[config.mk]
export PLATFORM = sky130hd
export DESIGN_NAME = base3_conv_ctrl
export DESIGN_NICKNAME = d
export VERILOG_FILES = /design/src/rtl/base3_conv_ctrl.sv
export SDC_FILE = /design/constraint.sdc
export NUM_CORES = 1
export LEC_CHECK = 0
export BUFFER_PORTS_ARGS = -buffer_cell sky130_fd_sc_hd__buf_2
export CORE_UTILIZATION = 60
export CTS_CLUSTER_DIAMETER = 80
export CTS_CLUSTER_SIZE = 25
export DETAILED_ROUTE_END_ITERATION = 10
export HOLD_SLACK_MARGIN = 0.02
export PLACE_DENSITY = 0.76
export SETUP_SLACK_MARGIN = 0.2
export SYNTH_ARGS = -nofsm -noshare
export SYNTH_HDL_FRONTEND = slang
export SYNTH_SLANG_ARGS = --single-unit
[constraint.sdc]
create_clock -name clk -period 35.1 [get_ports clk]
set_input_delay 1.755 -clock clk [delete_from_list [all_inputs] [get_ports clk]]
set_output_delay 1.755 -clock clk [all_outputs]
set_load 0.005 [all_outputs]
[src/rtl/base3_conv_ctrl.sv]
// base3_conv_ctrl: sequential binary-to-ternary converter, one trit per clock.
// div_algo is the combinational restoring divider it uses as its datapath.
module div_algo #(
   parameter int WIDTH = 16
) (
   input  logic [WIDTH-1:0] n,
   input  logic [WIDTH-1:0] d,
   output logic [WIDTH-1:0] q,
   output logic [WIDTH-1:0] r
);
   logic [WIDTH:0] rem;
   always_comb begin
      rem = '0;
      q = '0;
      for (int i = WIDTH - 1; i >= 0; i--) begin
         rem = {rem[WIDTH-1:0], n[i]};
         if (rem >= {1'b0, d}) begin
            rem = rem - {1'b0, d};
            q[i] = 1'b1;
         end
      end
   end
   assign r = rem[WIDTH-1:0];
endmodule

module base3_conv_ctrl #(
   parameter int WIDTH = 16,
   parameter int NDIG  = 11,
   parameter int CW    = 4
) (
   input  logic              clk,
   input  logic              rst,
   input  logic              start,
   input  logic [WIDTH-1:0]  n_in,
   output logic              busy,
   output logic              done,
   output logic [2*NDIG-1:0] trits,
   output logic [CW-1:0]     ndig
);
   localparam logic [0:0] IDLE = 1'b0;
   localparam logic [0:0] CONV = 1'b1;
   logic [0:0]       state;
   logic [WIDTH-1:0] cur;
   logic [CW-1:0]    idx;
   logic [WIDTH-1:0] q;
   logic [WIDTH-1:0] r;
   logic             unused_r;
   div_algo #(.WIDTH(WIDTH)) u_div (
      .n(cur),
      .d(WIDTH'(3)),
      .q(q),
      .r(r)
   );
   // the remainder of a divide by 3 always fits in two bits
   assign unused_r = ^r[WIDTH-1:2];
   assign busy = state == CONV;
   always_ff @(posedge clk) begin
      if (rst) begin
         state <= IDLE;
         done  <= 1'b0;
         trits <= '0;
         ndig  <= '0;
         cur   <= '0;
         idx   <= '0;
      end else begin
         done <= 1'b0;
         if (state == IDLE) begin
            if (start) begin
               cur   <= n_in;
               idx   <= '0;
               trits <= '0;
               ndig  <= '0;
               state <= CONV;
            end
         end else begin
            trits[{idx, 1'b0} +: 2] <= r[1:0];
            cur  <= q;
            idx  <= idx + 1'b1;
            ndig <= idx + 1'b1;
            if (q == '0) begin
               state <= IDLE;
               done  <= 1'b1;
            end
         end
      end
   end
endmodule
Word-level counts from Yosys, hierarchy flattened. Index checks and enable logic that the tools add are counted.

Register bits: 44. Word-level logic and storage cells: 88.

Add/subtract/negate cells: 18. $lt $le $gt $ge: 16. Shift operators: 2. Muxes and demuxes: 43. Bitwise gates (word level): 1. Reductions and logical operators: 3.

Operators with widths (count): two-way mux 16 bit (17); >= comparator 17 x 2 -> 1 bit, second input constant (15); subtractor 16 x 2 -> 16 bit, second input constant (14); two-way mux 22 bit (2); bitwise mux 22 bit (1); variable shift 2 x 7 -> 22 bit, first input constant (1); variable part select 2 x 7 -> 22 bit (1); two-way mux 1 bit (20); logical NOT 16 bit (1); two-way mux 4 bit (2); negator 5 -> 7 bit (1); adder 4 x 1 -> 4 bit, second input constant (1); subtractor 1 x 2 -> 3 bit, second input constant (1); >= comparator 1 x 2 -> 1 bit, second input constant (1); two-way mux 2 bit (1); nonzero test 2 bit (1); OR reduction 2 bit (1); subtractor 2 bit, second input constant (1); inverter 1 bit (1).

Longest topological paths before layout.
Word-level depth: 35. Depth in mapped cells: 82. Gate-level depth less buffers: 71.

Hierarchy. From an unflattened synthesis, not the netlist that was laid out.

Cell total of the unflattened synthesis: 2208. Area, all modules: 15976.6 µm².

Modules (own cells, without submodules): div_algo (times used 1, cells each 1961, area an instance 13848.3 µm²); base3_conv_ctrl (times used 1, cells each 247, area an instance 2128.3 µm²).

Worst setup path after synthesis. Ideal clock, no wire load.

Path type: register to register. Start point: reg cur[15]. End point: reg trits[13]. Setup time: 129 ps. Arrival: 18059 ps. Data required time: 34971 ps. Setup slack: 16912 ps. Cell stages (with the launch flop): 78. Buffers on the path: 11. Cell sequence: dfxtp_1 -> buf_2 -> nand2b_1 -> inv_1 -> ha_1 -> inv_1 -> ha_1 -> buf_4 -> xor2_2 -> inv_2 -> ha_1 -> clkbuf_1 -> nor3_1 -> a32o_1 -> or2_2 -> ha_1 -> nor4_1 -> and4_1 -> [... 42 more ...] -> ha_1 -> a21oi_1 -> nand4_4 -> nor4_4 -> o22ai_1 -> or4_4 -> nor4b_4 -> and4_1 -> buf_2 -> nor2_1 -> ha_1 -> a21oi_1 -> o311a_1 -> nand4_1 -> or3_1 -> nor3_2 -> buf_4 -> o311ai_1.

Cells in the longest elaborated chain, start to end: 35. Elaborated cells on any way between the ends: 51.

Ends and longest elaborated chain: start: declaration (line 43) `logic [WIDTH-1:0] cur;`; start signal: assignment (line 69) `cur <= n_in;`; start signal: assignment (line 77) `cur <= q;`; subtractor 1 x 2 -> 3 bit / >= comparator 1 x 2 -> 1 bit (equally long branches) (line 18, 17); two-way mux 16 bit (*) (line 17) `if (rem >= {1'b0, d}) begin`; subtractor 16 x 2 -> 16 bit / >= comparator 17 x 2 -> 1 bit (equally long branches) (line 18, 17); two-way mux 16 bit (*) (line 17); subtractor 16 x 2 -> 16 bit / >= comparator 17 x 2 -> 1 bit (equally long branches) (line 18, 17); two-way mux 16 bit (*) (line 17); subtractor 16 x 2 -> 16 bit / >= comparator 17 x 2 -> 1 bit (equally long branches) (line 18, 17); two-way mux 16 bit (*) (line 17); [... 19 more ...]; two-way mux 16 bit (*) (line 17); subtractor 16 x 2 -> 16 bit / >= comparator 17 x 2 -> 1 bit (equally long branches) (line 18, 17); two-way mux 16 bit (*) (line 17); >= comparator 17 x 2 -> 1 bit / subtractor 2 bit (equally long branches) (line 17, 18); two-way mux 2 bit (*) (line 17); variable part select 2 x 7 -> 22 bit (*) (line 76) `trits[{idx, 1'b0} +: 2] <= r[1:0];`; bitwise mux 22 bit (*) (line 76); two-way mux 22 bit (*) (line 67) `if (state == IDLE) begin`; end signal: indexed assignment (line 76); end: declaration (line 37) `output logic [2*NDIG-1:0] trits,`.

Mark *: on every way between the ends. The rest lies on a longest branch, timed or not. A chain may end at the register's enable or synchronous reset.

Worst setup path after layout.
Start point: reg cur[15]. End point: reg trits[20].

The elaborated chain is that of the path after synthesis.

==> qor.yml <==
clock_tree:
  cts_tree: "yes"
  clk_path_buf_depth: 2
  clk_pin_slew_ps: 70
  cts.sinks: 44
  postCtsSetupBuffers: 0
  ctsHtreeMaxLevel: 2
  clk_latency_ps: 290
  cts-resized-gates: 0
  cts_made_buffers: 5
  postCtsHoldBufs: 0
  cts_root_buf: "clkbuf_16"
setup_path:
  end_kind: "flop"
  r2r_slack_ps: 11660
  critPathMaxFanout: 20
  critical_path.top_delay_family: "simple AND/OR/NAND/NOR gates"
  cp.required_ps: 35220
  r2r_cells: 66
  start_kind: "flop"
  regToRegEndpoint: "trits[20]"
  critPathKind: "reg -> reg"
  cp_slowest_cell: "nor3_2"
  crit_top_cell: "ha_1"
  worstPathArrival_ps: 23560
  r2r_start: "cur[15]"
  path_buf_inv: 3
  crit_path_max_incr_delay_ps: 1000
yosys:
  yosys_most_used_dff: "dfxtp_1"
  async_reset_ff_share_pct: 0
  synth.most_common_cell: "nor2_1"
  ys_warn_count: 0
  syn-instance-count: 1290
  synth_area_leaders: "dfxtp_1, nor2_1, nand2_1, a21oi_1, xnor2_1"
  synth_edf_count: 0
  synth_top_area_cell: "dfxtp_1"
  synth_top_area_share_pct: 9.52
  yosysUniqueCellTypes: 126
  yosysSeqAreaShare_pct: 9.52
  synth.net_count: 1332
  syn_avg_cell_area_um2: 7.17
  synth_common_cells: "nor2_1, nand2_1, a21oi_1"
  synth-seq-cells: 44
  netlist_area_um2: 9250
timing:
  clock.fmax_mhz: 42.7
  fin_crit_sh_pct: 66.8
  fin_crit_ps: 23440
  setup_viol: 0
  final-max-slew-violation-count: 0
  clock_skew_ps: 7.46
  tightest_slew_ps: 1230
  setup_tns_ps: 0
  worst_slack_ps: 11660
  rsz0062_at_grt: "no"
  slew_headroom_pct: 17.4
  finalHoldViolations: 0
power_and_ir_drop:
  power_switching_mw: 0.525
  p_clk_share_pct: 6.9
  internal_power_mw: 0.345
  power_mw: 0.870
  leakage_nw: 3.39
  swShare_pct: 60.4
  ir_worst_vdd_v: 0.0000947
  power_density_nw_per_um2: 90.5
  p_comb_share_pct: 86.6
  seqPwrFrac_pct: 6.5
flow_run:
  drv_cap: 0
finish:
  drive_gt1_share_pct: 13.4
  seqCellArea_um2: 881
  antenna_cells: 0
  area_growth_pct: 3.90
  num-fill-cells: 1390
  post-route-util_pct: 63.5
  nets: 1322
  multi_input_area_um2: 7930
grt:
  overflow: 0
  gr-usage-all-layers_pct: 34.2
  grt_pass1_vias: 9202
  grt_max_degree: 45
  grt_pass1_wl_mm: 46.0
  antenna_found_initial: 0
placement:
  pre_cts_ws_ps: 12300
  io_buffer_count: 46
  place_hpwl_mm: 22.0
  place_congestion: 0.987
worst_hold_path:
  min-delay-path-class: "reg -> reg"
  min_to: "trits[9]"
  hold_path.startpoint: "trits[9]"
  hold_depth: 2
run_status:
  violations: "DRC"
  status: "finished, violations left"
die:
  initial_core_util_pct: 61.1
  num_rows: 45
  die_area_um2: 15900
  die_w_um: 126
  io_pins: 47
  die_y_um: 126
  core-area_um2: 15100
routing:
  vias: 10800
  viasPerCell: 7.33
  drt_pass1_iterations: 9
  ant_nets: 0
  post-route-drc-count: 2
  post_drt_wl_per_cell_um: 19.4
  wirelength_mm: 28.5
  drt-initial-drc-count: 1322
[power groups by stage]
| stage | Combinational (mW) | Sequential, mW | Clock [mW] |
|---|---|---|---|
| after floorplan | 0.581 | 0.0550 | 0 |
| after global placement | 0.726 | 0.0572 | 0 |
| after detailed placement | 0.724 | 0.0572 | 0 |
| after CTS | 0.729 | 0.0562 | 0.0599 |
| after global routing | 0.812 | 0.0567 | 0.0614 |
| final | 0.754 | 0.0564 | 0.0599 |
[worst min-delay path, stage by stage (launching register included)]
cell and delay (ps):
dfxtp_1 320, nand3_1 60, o311ai_1 60
[flip-flops by register name, summed over array words and instances, names as in the netlist]
register	count
cur	16
done	1
busy	1
trits	22
idx	4
[worst max-delay path by stage]
stage | end | depth (start not counted) | start | slack, ps
6_report | trits[20] | 66 | cur[15] | 11660
5_1_grt | trits[20] | 66 | cur[15] | 10090
4_1_cts | trits[20] | 66 | cur[15] | 12160
3_5_place_dp | trits[20] | 66 | cur[15] | 12300
3_3_place_gp | trits[17] | 66 | cur[15] | 12950
2_1_floorplan | trits[13] | 77 | cur[15] | 16910
[placed cells by master (no fill, tap or decap), types with 8 or more instances in the layout]
master / synthesis / layout
o21a_1: 11 / 11
and2_1: 24 / 24
o211ai_1: 19 / 19
o21ai_0: 59 / 59
a21oi_1: 66 / 66
o211a_1: 9 / 9
ha_1: 23 / 23
a31o_2: 8 / 8
a211oi_1: 39 / 39
a21o_1: 8 / 8
and3_1: 34 / 34
nor2b_1: 25 / 25
nand4_1: 41 / 41
a211o_1: 10 / 10
nand2b_1: 20 / 20
nor2_1: 104 / 104
a41oi_1: 9 / 9
nor3_1: 54 / 54
mux2_2: 11 / 11
dfxtp_1: 44 / 44
o31ai_1: 8 / 8
a2111oi_0: 14 / 14
xnor2_1: 37 / 37
mux2i_1: 20 / 20
or2_2: 13 / 13
and4_1: 12 / 12
nand2_1: 95 / 95
a31oi_1: 29 / 29
o21ai_1: 8 / 8
nand3b_1: 9 / 9
o22ai_1: 8 / 8
nor3b_1: 8 / 8
or4_1: 10 / 10
nand3_1: 61 / 61
xor2_1: 10 / 10
o311ai_1: 11 / 11
inv_1: 29 / 29
buf_2: 22 / 46
nor4_1: 24 / 24
or3_1: 21 / 21
[final cells by class]
| type | count | area share (%) |
|---|---|---|
| Sequential cell | 44 | 9.17 |
| Clock buffer | 5 | 1.30 |
| Multi-Input combinational cell | 1147 | 82.5 |
| Timing Repair Buffer | 50 | 2.71 |
| Tap cell | 188 | 2.45 |
| Inverter | 32 | 1.25 |
| Clock inverter | 2 | 0.625 |
[logic make-up (layout without fill, tap and decap cells)]
logic type                 Yosys count  count (layout)  share of synthesized area, %
AOI/OAI and AO/OA                  428             428                          35.4
xor gates and xnor gates            48              48                          4.63
adders and majority gates           23              23                          3.11
buffers and inverters               99              89                          4.76
DFF                                 44              44                          9.52
muxes                               32              32                          3.63
and+or+nand+nor                    616             616                          38.9
[routing by layer]
layer,part of all wire [%],GRT usage [%],up-vias
met3,7.2,2.72,72
li1,-,-,5088
met5,0,0,-
met4,3.1,11.3,0
met2,44,54.2,560
met1,45,48.7,5036
[stage by stage]
step	instance area (µm²)	instances	hold WS (ps)
after floorplan	9250	1290	466
after global placement	9430	1461	459
after detailed placement	9430	1461	468
after CTS	9610	1468	483
after global routing	9610	1468	504
final	9610	1468	477
Note: power is estimated with default switching activity, not from simulation.
